[src/rtl/dvsd_8216m9_acc.sv]
// Windowed accumulator for 16-bit multiplier products: sums LEN products (0 = 256) and
// presents the total with a valid/ready handshake. Define DVSD_ACC_SATURATE_EN to clamp on overflow.
module dvsd_8216m9_acc #(
    parameter int ACC_W = 24
) (
    input  logic             CLK,
    input  logic             RST,
    input  logic [15:0]      M,
    input  logic             M_VALID,
    output logic             M_READY,
    input  logic [7:0]       LEN,
    output logic [ACC_W-1:0] S,
    output logic             S_VALID,
    input  logic             S_READY,
    output logic             OVF,
    output logic [7:0]       CNT
);

    typedef enum logic [1:0] {
        IDLE  = 2'd0,
        ACCUM = 2'd1,
        DONE  = 2'd2
    } state_t;

    state_t           state_q, state_d;
    logic [ACC_W-1:0] acc_q, acc_d;
    logic [7:0]       cnt_q, cnt_d;
    logic [7:0]       len_q, len_d;
    logic             ovf_q, ovf_d;

    logic             accept;
    logic             consume;
    logic [ACC_W-1:0] m_ext;
    logic [ACC_W:0]   sum;
    logic             carry;
    logic [ACC_W-1:0] acc_upd;
    logic [7:0]       cnt_inc;

    assign M_READY = (state_q != DONE);
    assign S_VALID = (state_q == DONE);
    assign S       = acc_q;
    assign OVF     = ovf_q;
    assign CNT     = cnt_q;

    assign accept  = M_VALID && M_READY;
    assign consume = S_VALID && S_READY;
    assign m_ext   = ACC_W'(M);
    assign sum     = {1'b0, acc_q} + {1'b0, m_ext};
    assign carry   = sum[ACC_W];
    // 8-bit count wraps 255 -> 0, which is exactly how LEN=0 encodes a 256-product window.
    assign cnt_inc = cnt_q + 8'd1;

`ifdef DVSD_ACC_SATURATE_EN
    // Once clamped the accumulator stays at full scale until the window is consumed.
    assign acc_upd = (carry || ovf_q) ? {ACC_W{1'b1}} : sum[ACC_W-1:0];
`else
    assign acc_upd = sum[ACC_W-1:0];
`endif

    always_comb begin
        state_d = state_q;
        acc_d   = acc_q;
        cnt_d   = cnt_q;
        len_d   = len_q;
        ovf_d   = ovf_q;
        case (state_q)
            IDLE: begin
                if (accept) begin
                    len_d   = LEN;
                    acc_d   = m_ext;
                    cnt_d   = 8'd1;
                    ovf_d   = 1'b0;
                    state_d = (LEN == 8'd1) ? DONE : ACCUM;
                end
            end
            ACCUM: begin
                if (accept) begin
                    acc_d = acc_upd;
                    cnt_d = cnt_inc;
                    ovf_d = ovf_q | carry;
                    if (cnt_inc == len_q) begin
                        state_d = DONE;
                    end
                end
            end
            DONE: begin
                if (consume) begin
                    state_d = IDLE;
                    acc_d   = '0;
                    cnt_d   = 8'd0;
                    ovf_d   = 1'b0;
                end
            end
            default: begin
                state_d = IDLE;
                acc_d   = '0;
                cnt_d   = 8'd0;
                ovf_d   = 1'b0;
            end
        endcase
    end

    always_ff @(posedge CLK) begin
        if (RST) begin
            state_q <= IDLE;
            acc_q   <= '0;
            cnt_q   <= 8'd0;
            len_q   <= 8'd0;
            ovf_q   <= 1'b0;
        end else begin
            state_q <= state_d;
            acc_q   <= acc_d;
            cnt_q   <= cnt_d;
            len_q   <= len_d;
            ovf_q   <= ovf_d;
        end
    end

endmodule

[config.mk]
export PLATFORM = sky130hd
export DESIGN_NAME = dvsd_8216m9_acc
export DESIGN_NICKNAME = d
export VERILOG_FILES = /design/src/rtl/dvsd_8216m9_acc.sv
export SDC_FILE = /design/constraint.sdc
export NUM_CORES = 1
export LEC_CHECK = 0
export ABC_CLOCK_PERIOD_IN_PS = 3900
export CORE_MARGIN = 2
export CORE_UTILIZATION = 50
export CTS_CLUSTER_DIAMETER = 80
export DETAILED_ROUTE_END_ITERATION = 10
export PLACE_DENSITY = 0.85
export SLEW_MARGIN = 20
export SYNTH_ARGS = -nofsm -noshare
export SYNTH_HDL_FRONTEND = slang
export SYNTH_SLANG_ARGS = --single-unit
[constraint.sdc]
create_clock -name CLK -period 3.9 [get_ports CLK]
set_clock_uncertainty 0.2 [all_clocks]
set_input_delay 0.585 -clock CLK [delete_from_list [all_inputs] [get_ports CLK]]
set_output_delay 0.585 -clock CLK [all_outputs]
set_load 0.02 [all_outputs]
# Word-level counts from Yosys, hierarchy flattened
# Cells that the tools add are included.
[classes]
n_addsub = 2
eq_ne = 9
muxes = 18
bitwise = 1
reduce_logical = 6
[op_table]
columns = ["op", "count"]
rows = [
  ["$mux 24", 3],
  ["$pmux 24 s3", 1],
  ["$add 24x16->25", 1],
  ["$mux 8", 3],
  ["$pmux 8 s3", 1],
  ["$mux 2", 5],
  ["$add 8x1->8 const B", 1],
  ["$eq 8x1->1 const B", 1],
  ["$eq 8x8->1", 1],
  ["$ne 2x2->1 const B", 4],
  ["$pmux 2 s3", 1],
  ["$reduce_and 4->1", 1],
  ["$mux 1", 3],
  ["$pmux 1 s3", 1],
  ["$reduce_and 3->1", 1],
  ["$eq 2x1->1 const B", 1],
  ["$eq 2x2->1 const B", 1],
  ["$logic_and 1x1->1", 2],
  ["$logic_not 2->1", 1],
  ["$ne 2x1->1 const B", 1],
  ["$reduce_and 2->1", 1],
  ["$or 1x1->1", 1],
]
[word_totals]
regBits = 43
inputBits = 28
out_inout_bits = 35
elab_cells = 41

# Longest topological paths before layout
# Gate-level depths: netlist (run 1).
[logic_depth]
ltp_word = 5
ltp_mapped = 8
ltp_nobuf = 8

# Least setup slack after synthesis (run 1)
# OpenSTA, ideal clock, no wires.
[synth_path]
path_kind = "register -> register"
from = "register cnt_q[0], in the netlist CNT[0]"
to = "register state_q[1]"
setup_time_ps = 100
t_arrival_ps = 2492
required_ps = 3600
setup_slack_ps = 1108
stages_incl_launch_ff = 9
path_buffers = 1
period_less_slack_ps = 2792
path_cell_list = "dfxtp_1 > ha_1 > and3_1 > buf_6 > mux2_4 > o311ai_4 > o21ai_2 > or4_4 > a2111oi_4"
[synth_between]
elab_chain_len = 4
[synth_lines]
columns = ["item", "line_no", "source"]
rows = [
  ["start, declared", "27", "logic [7:0] cnt_q, cnt_d;"],
  ["start signal, assigned", "113", "cnt_q <= cnt_d;"],
  ["$add 8x1->8", "51", "assign cnt_inc = cnt_q + 8'd1;"],
  ["$eq 8x8->1", "81", "if (cnt_inc == len_q) begin"],
  ["$ne 2x2->1 (no line)", "--", ""],
  ["$reduce_and 4->1 (no line)", "--", ""],
  ["end signal, assigned", "111", "state_q <= state_d;"],
  ["end, declared", "25", "state_t state_q, state_d;"],
]
# No other way between the ends.
# A chain may end at the register's enable or synchronous reset.

# Final worst setup path (run 1)
[layout_path]
from = "input M[0]"
to = "register acc_q[22], in the netlist S[22]"
[layout_between]
elab_chain_len = 3
[layout_lines]
columns = ["item", "line_no", "source"]
rows = [
  ["start, declared", "8", "input logic [15:0] M,"],
  ["$add 24x16->25", "48", "assign sum = {1'b0, acc_q} + {1'b0, m_ext};"],
  ["$mux 24", "77", "if (accept) begin"],
  ["$pmux 24 s3", "66", "case (state_q)"],
  ["end signal, assigned", "106", "acc_q <= '0;"],
  ["end signal, assigned", "112", "acc_q <= acc_d;"],
  ["end, declared", "26", "logic [ACC_W-1:0] acc_q, acc_d;"],
]
# No other way between the ends. The select of a mux whose other input is x is not followed.

==> flow_summary_export.csv, run 1 <==
group,metric,value,unit
status,outcome,"finished clean",
clock_tree,cts_tree,"done",
logic_synthesis,synth_top_area_cell,"dfxtp_1",
cells_and_area,final_nets,482,
critical_path,critPathMaxStageDelay,550,ps
clock_tree,cts.hold.buffers_added,0,
route,drt_pass1_iterations,5,
grt,grt_pass1_wl,13.11,mm
critical_path,worst-setup-path-type,"in2reg",
logic_synthesis,synth_area_per_cell,8.056,sq um
critical_path,cp_slowest_cell,"or4_1",
cells_and_area,areaGrowthSynthToFinish,22.39,%
floorplanning,fp.dieW,82.76,um
logic_synthesis,yosysWarnings,0,
critical_path,critPathBufInv,1,
clock_tree,cts-resized-gates,0,
critical_path,end_kind,"flip-flop",
timing,fin_crit,3100,ps
pwr,p_per_area,324.2,nW/um^2
critical_path,crit_cells,9,
clock_tree,cts_buffers,5,
timing,rsz0062_at_grt,"no",
timing,fin_tns_setup,0,ps
timing,tightest_slew,791.2,ps
grt,grt.total_usage,24.69,%
route,vias,3116,
logic_synthesis,synthDominantCellAreaShare,27.75,%
route,routedWlPerCell,15.71,um
floorplanning,num_rows,28,
route,remaining_drc_errors,0,
clock_tree,cts_setup_buffers,0,
clock_tree,clk_pin_slew,80,ps
hold_path,min_path_type,"reg2reg",
route,drt_wl_total,8.042,mm
grt,grt_antenna_before_repair,0,
placed_design,dp.cells,504,
logic_synthesis,synthesis.area,3102,sq um
floorplanning,die-area,6849,sq um
logic_synthesis,synth_common_cells,"46 x a21oi_1, 43 x dfxtp_1, 42 x nand2_1",
logic_synthesis,ys_async_sr_fraction,0,%
logic_synthesis,synth_cell_types,66,
cells_and_area,finalNonFillerCells,512,
pwr,p_sw_share,35.53,%
cells_and_area,num_antenna_cells,0,
timing,hold_viol_final,0,
timing,max_clock_freq,322.6,MHz
pwr,clkPwrFrac,23.1,%
placed_design,globalplace.congestion,0.9216,
pwr,ir_drop,0.1907,mV
timing,slew_headroom,47.09,%
logic_synthesis,synth_most_common_cell,"a21oi_1",
cells_and_area,drive_gt1_share,4.577,%
grt,grt_max_degree,28,
route,ant_nets,0,
route,first_iter_violations,176,
grt,gr-total-overflow,0,
pwr,p_leak,1.425,nW
hold_path,holdPathStages,2,
floorplanning,initial_utilization,52.08,%
route,via_per_inst,6.086,
floorplanning,boundaryPins,63,
pwr,power.internal,0.7935,mW
timing,setup_violations,0,
clock_tree,clk_root_buffer_cell,"clkbuf_8",
critical_path,crit_fanout,9,
cells_and_area,multi_input_area,2074,sq um
pwr,pwr-share-seq,41.4,%
clock_tree,clock_latency,300,ps
critical_path,ff2ff_path_depth,7,
critical_path,cpMostUsedCell,"a21oi_1",
logic_synthesis,yosys-top-cells-area,"dfxtp_1 28%, a21oi_1 7.4%, ha_1 6.9%",
logic_synthesis,seq_area_frac_synth,27.75,%
timing,fin_crit_sh,79.48,%
clock_tree,cts-htree-levels,2,
placed_design,io_buffers,62,
critical_path,crit_required,3940,ps
critical_path,cp_cell_sequence,"clkdlybuf4s50_1 -> ha_1 -> fa_1 -> a21oi_1 -> o211a_1 -> o21ai_1 -> a21oi_1 -> or4_1 -> a21oi_1",
grt,grt_pass1_vias,2917,
critical_path,arrival,3140,ps
pwr,finalPower,1.231,mW
floorplanning,fp.dieH,82.76,um
critical_path,cp_top_family,"compound AO/OA/AOI/OAI gates",
logic_synthesis,syn_nets,431,
pwr,p_comb_share,35.5,%
pwr,p_sw,0.4373,mW
timing,whs,281.1,ps
timing,slew_violations,0,
logic_synthesis,synth_edf_count,0,
cells_and_area,ff_latch_area,860.8,sq um
placed_design,dp_hpwl,6.067,mm
floorplanning,core,5956,sq um
critical_path,start_kind,"input pin",
run,drv_cap,0,
logic_synthesis,ys.flop_type,"dfxtp_1",
clock_tree,cts_buffer_depth,2,
clock_tree,cts_sinks,43,
logic_synthesis,syn_inst,385,
cells_and_area,fillCellCount,512,
logic_synthesis,ys_ff_latch,43,
state kept, by name (all words and copies together) (netlist names):
| name | cells |
|---|---|
| state_q | 2 |
| len_q | 8 |
| CNT | 8 |
| S | 24 |
| OVF | 1 |
layer usage:
metal  GRT usage (%)  vias up  routed length, um
met5               0        -                  0
met4           6.393        0                136
met3           5.978       18                454
met2           43.95      102               3966
met1           29.63     1463               3484
li1                -     1533                  -
logic make-up after synthesis:
| kind of cell | Yosys count | share of synthesized area (%) |
|---|---|---|
| adders and majority gates | 19 | 7.826 |
| DFF | 43 | 27.75 |
| and+or+nand+nor | 144 | 24.04 |
| AOI/OAI and AO/OA | 129 | 28.40 |
| buffers and inverters | 28 | 5.365 |
| xor gates and xnor gates | 17 | 4.800 |
| muxes | 5 | 1.815 |
worst paths after layout:
kind | startpoint | to | slack [ps]
worst min register to register | len_q[5] | len_q[5] | 280
worst max register to register | CNT[0] | state_q[1] | 990
worst min-delay path | len_q[5] | len_q[5] | 280
worst max-delay path | M[0] | S[22] | 800
power by group through the flow:
stage | Clock (mW) | Combinational (mW) | Sequential, mW
floorplan | 0 | 0.284 | 0.527
global placement | 0 | 0.421 | 0.518
detailed placement | 0 | 0.430 | 0.519
CTS | 0.288 | 0.433 | 0.509
global route | 0.308 | 0.480 | 0.515
finish | 0.284 | 0.437 | 0.509
through the flow:
stage	cell area, sq um	worst slack [ps]	utilization (%)
finish	3796	800.3	63.74
global route	3796	596.8	63.74
CTS	3796	814.4	63.74
detailed placement	3715	496.4	62.37
global placement	3715	576.9	62.37
floorplan	3102	1108	-
cell usage in the layout, fill, tap and decap left out, types with 3 or more instances in the layout:
cell type / instances
xor2_1: 5
o21a_1: 7
ha_1: 17
or3_1: 5
nand2_1: 42
nor3_1: 7
dfxtp_1: 43
buf_4: 3
o31ai_1: 3
a211oi_1: 5
a222oi_1: 4
clkbuf_8: 5
nor4b_1: 3
o21ai_1: 9
clkdlybuf4s50_1: 62
o21ai_0: 12
nand2b_1: 8
nand4_1: 5
xnor2_1: 12
a211o_1: 3
o21bai_1: 4
a21oi_1: 46
and3_1: 6
a2111o_1: 4
nor2_1: 29
inv_1: 6
mux2i_1: 3
nor2b_1: 8
or4_1: 3
nand3_1: 11
a21o_1: 9
a22oi_1: 6
worst reg2reg max path, delay by kind of cell (launching register included):
family	cells	cell delay (ps)
flip-flops	1	480
AND/OR/NAND/NOR	2	880
multiplexers	1	350
adder cells (fa/ha/maj)	1	300
AO/OA/AOI/OAI	3	600
layout make-up:
class | instances | area share (%)
inverters | 6 | 0.5933
multi-input cells | 314 | 54.65
repair buffers | 66 | 17.47
clock inverters | 1 | 0.1318
flip-flops and latches | 43 | 22.68
well taps | 75 | 2.472
clock buffers | 7 | 2.011
Power figures use the tool's default switching activity.
==> run 2, diff against run 1 <==
--- a/config.mk
+++ b/config.mk
@@ -5,12 +5,12 @@
 export SDC_FILE = /design/constraint.sdc
 export NUM_CORES = 1
 export LEC_CHECK = 0
-export ABC_CLOCK_PERIOD_IN_PS = 3900
+export ABC_CLOCK_PERIOD_IN_PS = 2850
 export CORE_MARGIN = 2
-export CORE_UTILIZATION = 50
+export CORE_UTILIZATION = 47
 export CTS_CLUSTER_DIAMETER = 80
 export DETAILED_ROUTE_END_ITERATION = 10
-export PLACE_DENSITY = 0.85
+export PLACE_DENSITY = 0.84
 export SLEW_MARGIN = 20
 export SYNTH_ARGS = -nofsm -noshare
 export SYNTH_HDL_FRONTEND = slang
==> constraint.sdc (replaced) <==
create_clock -name CLK -period 2.85 [get_ports CLK]
set_clock_uncertainty 0.2 [all_clocks]
set_input_delay 0.4275 -clock CLK [delete_from_list [all_inputs] [get_ports CLK]]
set_output_delay 0.4275 -clock CLK [all_outputs]
set_load 0.02 [all_outputs]
==> run 2 against run 1 <==
Against the previous run:
- non-clock buffer count grew 36
- cell count grew 7.4%
- hold slack lost 1.8 ps
- flip-flop and latch count is the same
- via count grew 7.8%
- routed wire length grew 9.5%
- global-route usage shrank 0.45 points
- largest power group is now combinational cells
- clock-buffer cell count shrank 1
- critical path depth shrank 1
- combinational power grew 62%
==> flow_summary_export.csv, run 2 (synthesis gave the netlist of run 1 again) <==
group,metric,value,unit
status,outcome,"finished clean",
clock_tree,cts_tree,"done",
critical_path,crit_required,2840,ps
timing,whs,279.3,ps
timing,setup_slack,100.5,ps
placed_design,io_buffers,62,
grt,grt.total_usage,24.24,%
clock_tree,cts-htree-levels,2,
timing,tightest_slew,509.4,ps
critical_path,cp_slowest_cell,"a2111o_1",
grt,grt_pass1_wl,14.64,mm
timing,rsz0062_at_grt,"yes",
floorplanning,die-area,7265,sq um
pwr,p_per_area,437.5,nW/um^2
cells_and_area,final_util,64.69,%
critical_path,critPathBufInv,1,
critical_path,worst-setup-path-type,"in2reg",
route,first_iter_violations,199,
grt,gr-total-overflow,0,
critical_path,crit_fanout,6,
critical_path,cp_top_family,"compound AO/OA/AOI/OAI gates",
timing,max_clock_freq,363.7,MHz
placed_design,dp.cells,541,
critical_path,end_kind,"flip-flop",
route,drt_wl_total,8.807,mm
floorplanning,num_rows,29,
route,routedWlPerCell,16.01,um
cells_and_area,finalNonFillerCells,550,
floorplanning,core,6350,sq um
grt,grt_pass1_vias,3211,
floorplanning,boundaryPins,63,
cells_and_area,layout_common_cells,"62 x clkdlybuf4s50_1, 45 x a21oi_1, 43 x dfxtp_1",
placed_design,globalplace.congestion,0.9287,
clock_tree,cts_buffer_depth,2,
route,ant_nets,0,
critical_path,critPathMaxStageDelay,460,ps
grt,grt_max_degree,27,
critical_path,cpMostUsedCell,"a2111o_1",
run,drv_cap,0,
floorplanning,fp.dieH,85.24,um
grt,grt_antenna_before_repair,0,
critical_path,start_kind,"input pin",
cells_and_area,drive_gt1_share,13.53,%
hold_path,min_path_type,"reg2reg",
cells_and_area,num_antenna_cells,0,
clock_tree,cts_buffers,5,
route,remaining_drc_errors,0,
timing,fin_crit,2750,ps
pwr,ir_drop,0.2893,mV
route,via_per_inst,6.107,
placed_design,dp_hpwl,6.548,mm
cells_and_area,areaGrowthSynthToFinish,32.43,%
critical_path,cp_cell_sequence,"clkdlybuf4s50_1 -> ha_1 -> a21o_1 -> a221o_1 -> a2111o_1 -> nand4_1 -> a2111o_1 -> o21ai_1",
cells_and_area,largest_register_ffs,24,
critical_path,arrival,2740,ps
clock_tree,cts_sinks,43,
floorplanning,initial_utilization,48.85,%
route,vias,3359,
floorplanning,fp.dieW,85.24,um
route,drt_pass1_iterations,5,
timing,fin_crit_sh,96.47,%
timing,hold_viol_final,0,
placed_design,pre_cts_slack,-309.2,ps
pwr,finalPower,1.797,mW
timing,setup_violations,0,
clock_tree,clk_pin_slew,80,ps
cells_and_area,final_nets,518,
clock_tree,clock_latency,300,ps
cells_and_area,layout_commonest_cell,"clkdlybuf4s50_1",
pwr,p_leak,1.606,nW
timing,slew_violations,0,
timing,slew_headroom,66.04,%
clock_tree,clk_root_buffer_cell,"clkbuf_8",
## run 2: power breakdown
| part | switching, mW | total [mW] | internal [mW] |
|---|---|---|---|
| sequential | 0.0409 | 0.683 | 0.642 |
| combinational | 0.369 | 0.709 | 0.340 |
| clock | 0.233 | 0.405 | 0.172 |
| total | 0.643 | 1.80 | 1.15 |
## run 2: routing by layer
layer	track usage, %	vias up	share of wire (%)
li1	-	1598	-
met1	31.49	1610	43
met2	43.11	139	49
met3	3.210	12	6.4
met4	4.618	0	1.2
met5	0	-	0
## run 2: worst paths after layout
| check | slack [ps] | cells past startpoint | endpoint | from |
|---|---|---|---|---|
| worst min register to register | 280 | 2 | len_q[0] | len_q[0] |
| worst max register to register | 170 | 7 | state_q[1] | CNT[0] |
| worst max-delay path | 100 | 8 | S[21] | M[7] |
| worst min-delay path | 280 | 2 | len_q[0] | len_q[0] |
## run 2: layout make-up
cell class / instances / area (sq um)
flip-flops and latches: 43 / 860.8
inverters: 6 / 22.52
clock buffers: 6 / 72.57
fillers: 541 / 2242
well taps: 77 / 96.34
repair buffers: 102 / 933.4
clock inverters: 2 / 12.51
multi-input cells: 314 / 2110
## run 2: through the flow
stage / area [sq um] / TNS (ps)
finish: 4108 / 0
global route: 4108 / -7.482
CTS: 4069 / 0
detailed placement: 3980 / -2947
global placement: 3980 / -2002
floorplan: 3102 / 0
## run 2: worst min-delay path, stage by stage (launching register included)
cell	delay, ps
dfxtp_1	330
nand2_1	60
a21oi_1	50
## run 2: repair_timing
item / 4_1_cts / 5_1_grt
gates resized for setup: 1 / 6
hold buffers: 0 / 0
setup buffers: 0 / 1
pin swaps: 0 / 3
endpoints found under the setup margin: 1 / 11
==> run 3, diff against run 2 <==
--- a/config.mk
+++ b/config.mk
@@ -5,11 +5,13 @@
 export SDC_FILE = /design/constraint.sdc
 export NUM_CORES = 1
 export LEC_CHECK = 0
+export ABC_AREA = 1
 export ABC_CLOCK_PERIOD_IN_PS = 2850
 export CORE_MARGIN = 2
 export CORE_UTILIZATION = 47
-export CTS_CLUSTER_DIAMETER = 80
+export CTS_CLUSTER_DIAMETER = 40
 export DETAILED_ROUTE_END_ITERATION = 10
+export GPL_TIMING_DRIVEN = 0
 export PLACE_DENSITY = 0.84
 export SLEW_MARGIN = 20
 export SYNTH_ARGS = -nofsm -noshare
==> run 3 against run 2 <==
Against the previous run:
- synthesized area is 0.40% lower
- maximum frequency increased by 9.5%
- sequential power is 23% higher
- flip-flop and latch count stayed put
- sequential share of layout area increased by 1.2 points
- clock-buffer cell count unchanged
- first-iteration DRC count shrank 16%
- final area shrank 5.3%
- clock power down 1%
==> flow_summary_export.csv, run 3 <==
group,metric,value,unit
cells_and_area,layout_common_cells,"158 x nand2_1, 62 x clkdlybuf4s50_1, 55 x a21oi_1",
route,vias,3519,
critical_path,crit_required,2850,ps
critical_path,arrival,2510,ps
logic_synthesis,synth_common_cells,"158 x nand2_1, 55 x a21oi_1, 52 x nor2_1",
grt,grt_pass1_wl,14.24,mm
clock_tree,cts-resized-gates,0,
floorplanning,fp.dieH,85.07,um
placed_design,dp_hpwl,6.876,mm
pwr,ir_drop,0.4328,mV
pwr,power.internal,1.523,mW
logic_synthesis,yosys-top-cells-area,"dfxtp_1 28%, nand2_1 19%, a21oi_1 8.9%",
logic_synthesis,synth_cell_types,36,
logic_synthesis,ys_ff_latch,43,
route,drt_pass1_iterations,5,
logic_synthesis,synth_most_common_cell,"nand2_1",
timing,slew_headroom,56.00,%
pwr,pwr-share-seq,29.2,%
floorplanning,core,6350,sq um
timing,setup_slack,339.0,ps
route,route.met3.wl,490,um
timing,slew_violations,0,
clock_tree,cts_tree,"done",
cells_and_area,num_antenna_cells,0,
logic_synthesis,syn_inst,501,
clock_tree,clk_pin_slew,80,ps
route,ant_nets,0,
clock_tree,clk_root_buffer_cell,"clkbuf_8",
logic_synthesis,yosysWarnings,0,
route,topRoutingLayerUsed,"met4",
cells_and_area,design_area,3891,sq um
cells_and_area,drive_gt1_share,5.254,%
run,drv_cap,0,
hold_path,min_path_type,"reg2reg",
logic_synthesis,synthDominantCellAreaShare,27.87,%
logic_synthesis,synth_area_per_cell,6.166,sq um
grt,gr-total-overflow,0,
logic_synthesis,synthesis.area,3089,sq um
logic_synthesis,ys_async_sr_fraction,0,%
route,remaining_drc_errors,0,
timing,hold_viol_final,0,
timing,max_clock_freq,398.2,MHz
floorplanning,fp.dieW,85.07,um
placed_design,io_buffers,62,
cells_and_area,areaGrowthSynthToFinish,25.96,%
floorplanning,die-area,7237,sq um
timing,fin_tns_setup,0,ps
route,wl_met1,3.768,mm
placed_design,pre_cts_slack,36.09,ps
clock_tree,cts-htree-levels,2,
logic_synthesis,synth_top_area_cell,"dfxtp_1",
pwr,p_sw,1.348,mW
clock_tree,cts_buffer_depth,2,
timing,tightest_slew,660.0,ps
floorplanning,initial_utilization,48.65,%
logic_synthesis,ys.flop_type,"dfxtp_1",
timing,setup_violations,0,
clock_tree,cts.hold.buffers_added,0,
grt,grt.total_usage,23.95,%
critical_path,worst-setup-path-type,"in2reg",
placed_design,globalplace.congestion,0.8972,
critical_path,start_kind,"input pin",
floorplanning,num_rows,29,
route,via_per_inst,5.431,
timing,fin_crit_sh,88.11,%
clock_tree,cts_setup_buffers,0,
placed_design,placed_area,3806,sq um
timing,fin_crit,2511,ps
pwr,p_sw_share,46.95,%
route,first_iter_violations,167,
floorplanning,boundaryPins,63,
pwr,p_comb_share,56.9,%
grt,grt_antenna_before_repair,0,
grt,grt_max_degree,14,
grt,grt_pass1_vias,3244,
critical_path,crit_fanout,5,
logic_synthesis,syn_nets,547,
cells_and_area,layout_commonest_cell,"nand2_1",
route,drt_wl_total,8.755,mm
clock_tree,cts_sinks,43,
status,outcome,"finished clean",
clock_tree,cts_buffers,5,
pwr,clkPwrFrac,13.9,%
route,routedWlPerCell,13.51,um
critical_path,end_kind,"flip-flop",
cells_and_area,final_nets,616,
pwr,p_leak,1.629,nW
logic_synthesis,synth_edf_count,0,
pwr,p_per_area,737.7,nW/um^2
timing,rsz0062_at_grt,"no",
cells_and_area,largest_register_ffs,24,
logic_synthesis,seq_area_frac_synth,27.87,%
clock_tree,clock_latency,300,ps
route,met2_length,4.304,mm
## run 3: logic make-up after synthesis
| logic type | count (synthesis) | share of synthesized area (%) |
|---|---|---|
| adder cells (fa/ha/maj) | 18 | 7.533 |
| buffers and inverters | 61 | 8.465 |
| XOR/XNOR | 2 | 0.5671 |
| AO/OA/AOI/OAI | 96 | 16.69 |
| AND/OR/NAND/NOR | 281 | 38.88 |
| flip-flops | 43 | 27.87 |
## run 3: routing by layer
| layer | global-route usage [%] | vias to the layer above |
|---|---|---|
| met1 | 28.61 | 1579 |
| met2 | 42.90 | 124 |
| met4 | 9.524 | 0 |
| met3 | 3.502 | 21 |
| li1 | - | 1795 |
| met5 | 0 | - |
## run 3: worst paths after layout
check,startpoint,to,slack (ps),cells after the start
hold / removal,OVF,OVF,250,2
hold reg to reg,OVF,OVF,250,2
setup / recovery,M[0],S[20],340,15
setup reg to reg,S[0],S[20],580,14
## run 3: per-stage QoR
stage               std cells  power (mW)  hold WS, ps  util (%)
finish                    648       2.871        253.2     61.28
global route              648       3.089        294.7     61.28
CTS                       648       2.867        259.9     61.28
detailed placement        640       2.463        246.8     59.94
global placement          640       2.432        238.7     59.94
floorplan                 501       1.944        244.1         -
## run 3: worst max-delay path, stage by stage
cell and delay, ps:
clkdlybuf4s50_1 430, ha_1 230, fa_1 430, nand2_1 90, inv_1 50, nand2_1 50
nand3_1 140, nand2_1 100, nand2_1 110, nand2_1 90, nand2_1 90, nand3_1 100
inv_1 60, nand2_1 50, a21oi_1 50
## run 3: final cells by class
class | count | area, sq um
plain buffers | 12 | 76.32
multi-input cells | 397 | 1967
clock inverters | 2 | 12.51
fillers | 605 | 2459
inverters | 49 | 185.2
well taps | 77 | 96.34
repair buffers | 62 | 620.6
flip-flops and latches | 43 | 860.8
clock buffers | 6 | 72.57
## run 3: power by group through the flow
stage | registers, mW | clock network, mW | logic [mW]
3_3_place_gp | 0.841 | 0 | 1.59
5_1_grt | 0.852 | 0.429 | 1.81
4_1_cts | 0.837 | 0.410 | 1.62
2_1_floorplan | 0.919 | 0 | 1.03
3_5_place_dp | 0.850 | 0 | 1.61
6_report | 0.839 | 0.400 | 1.63
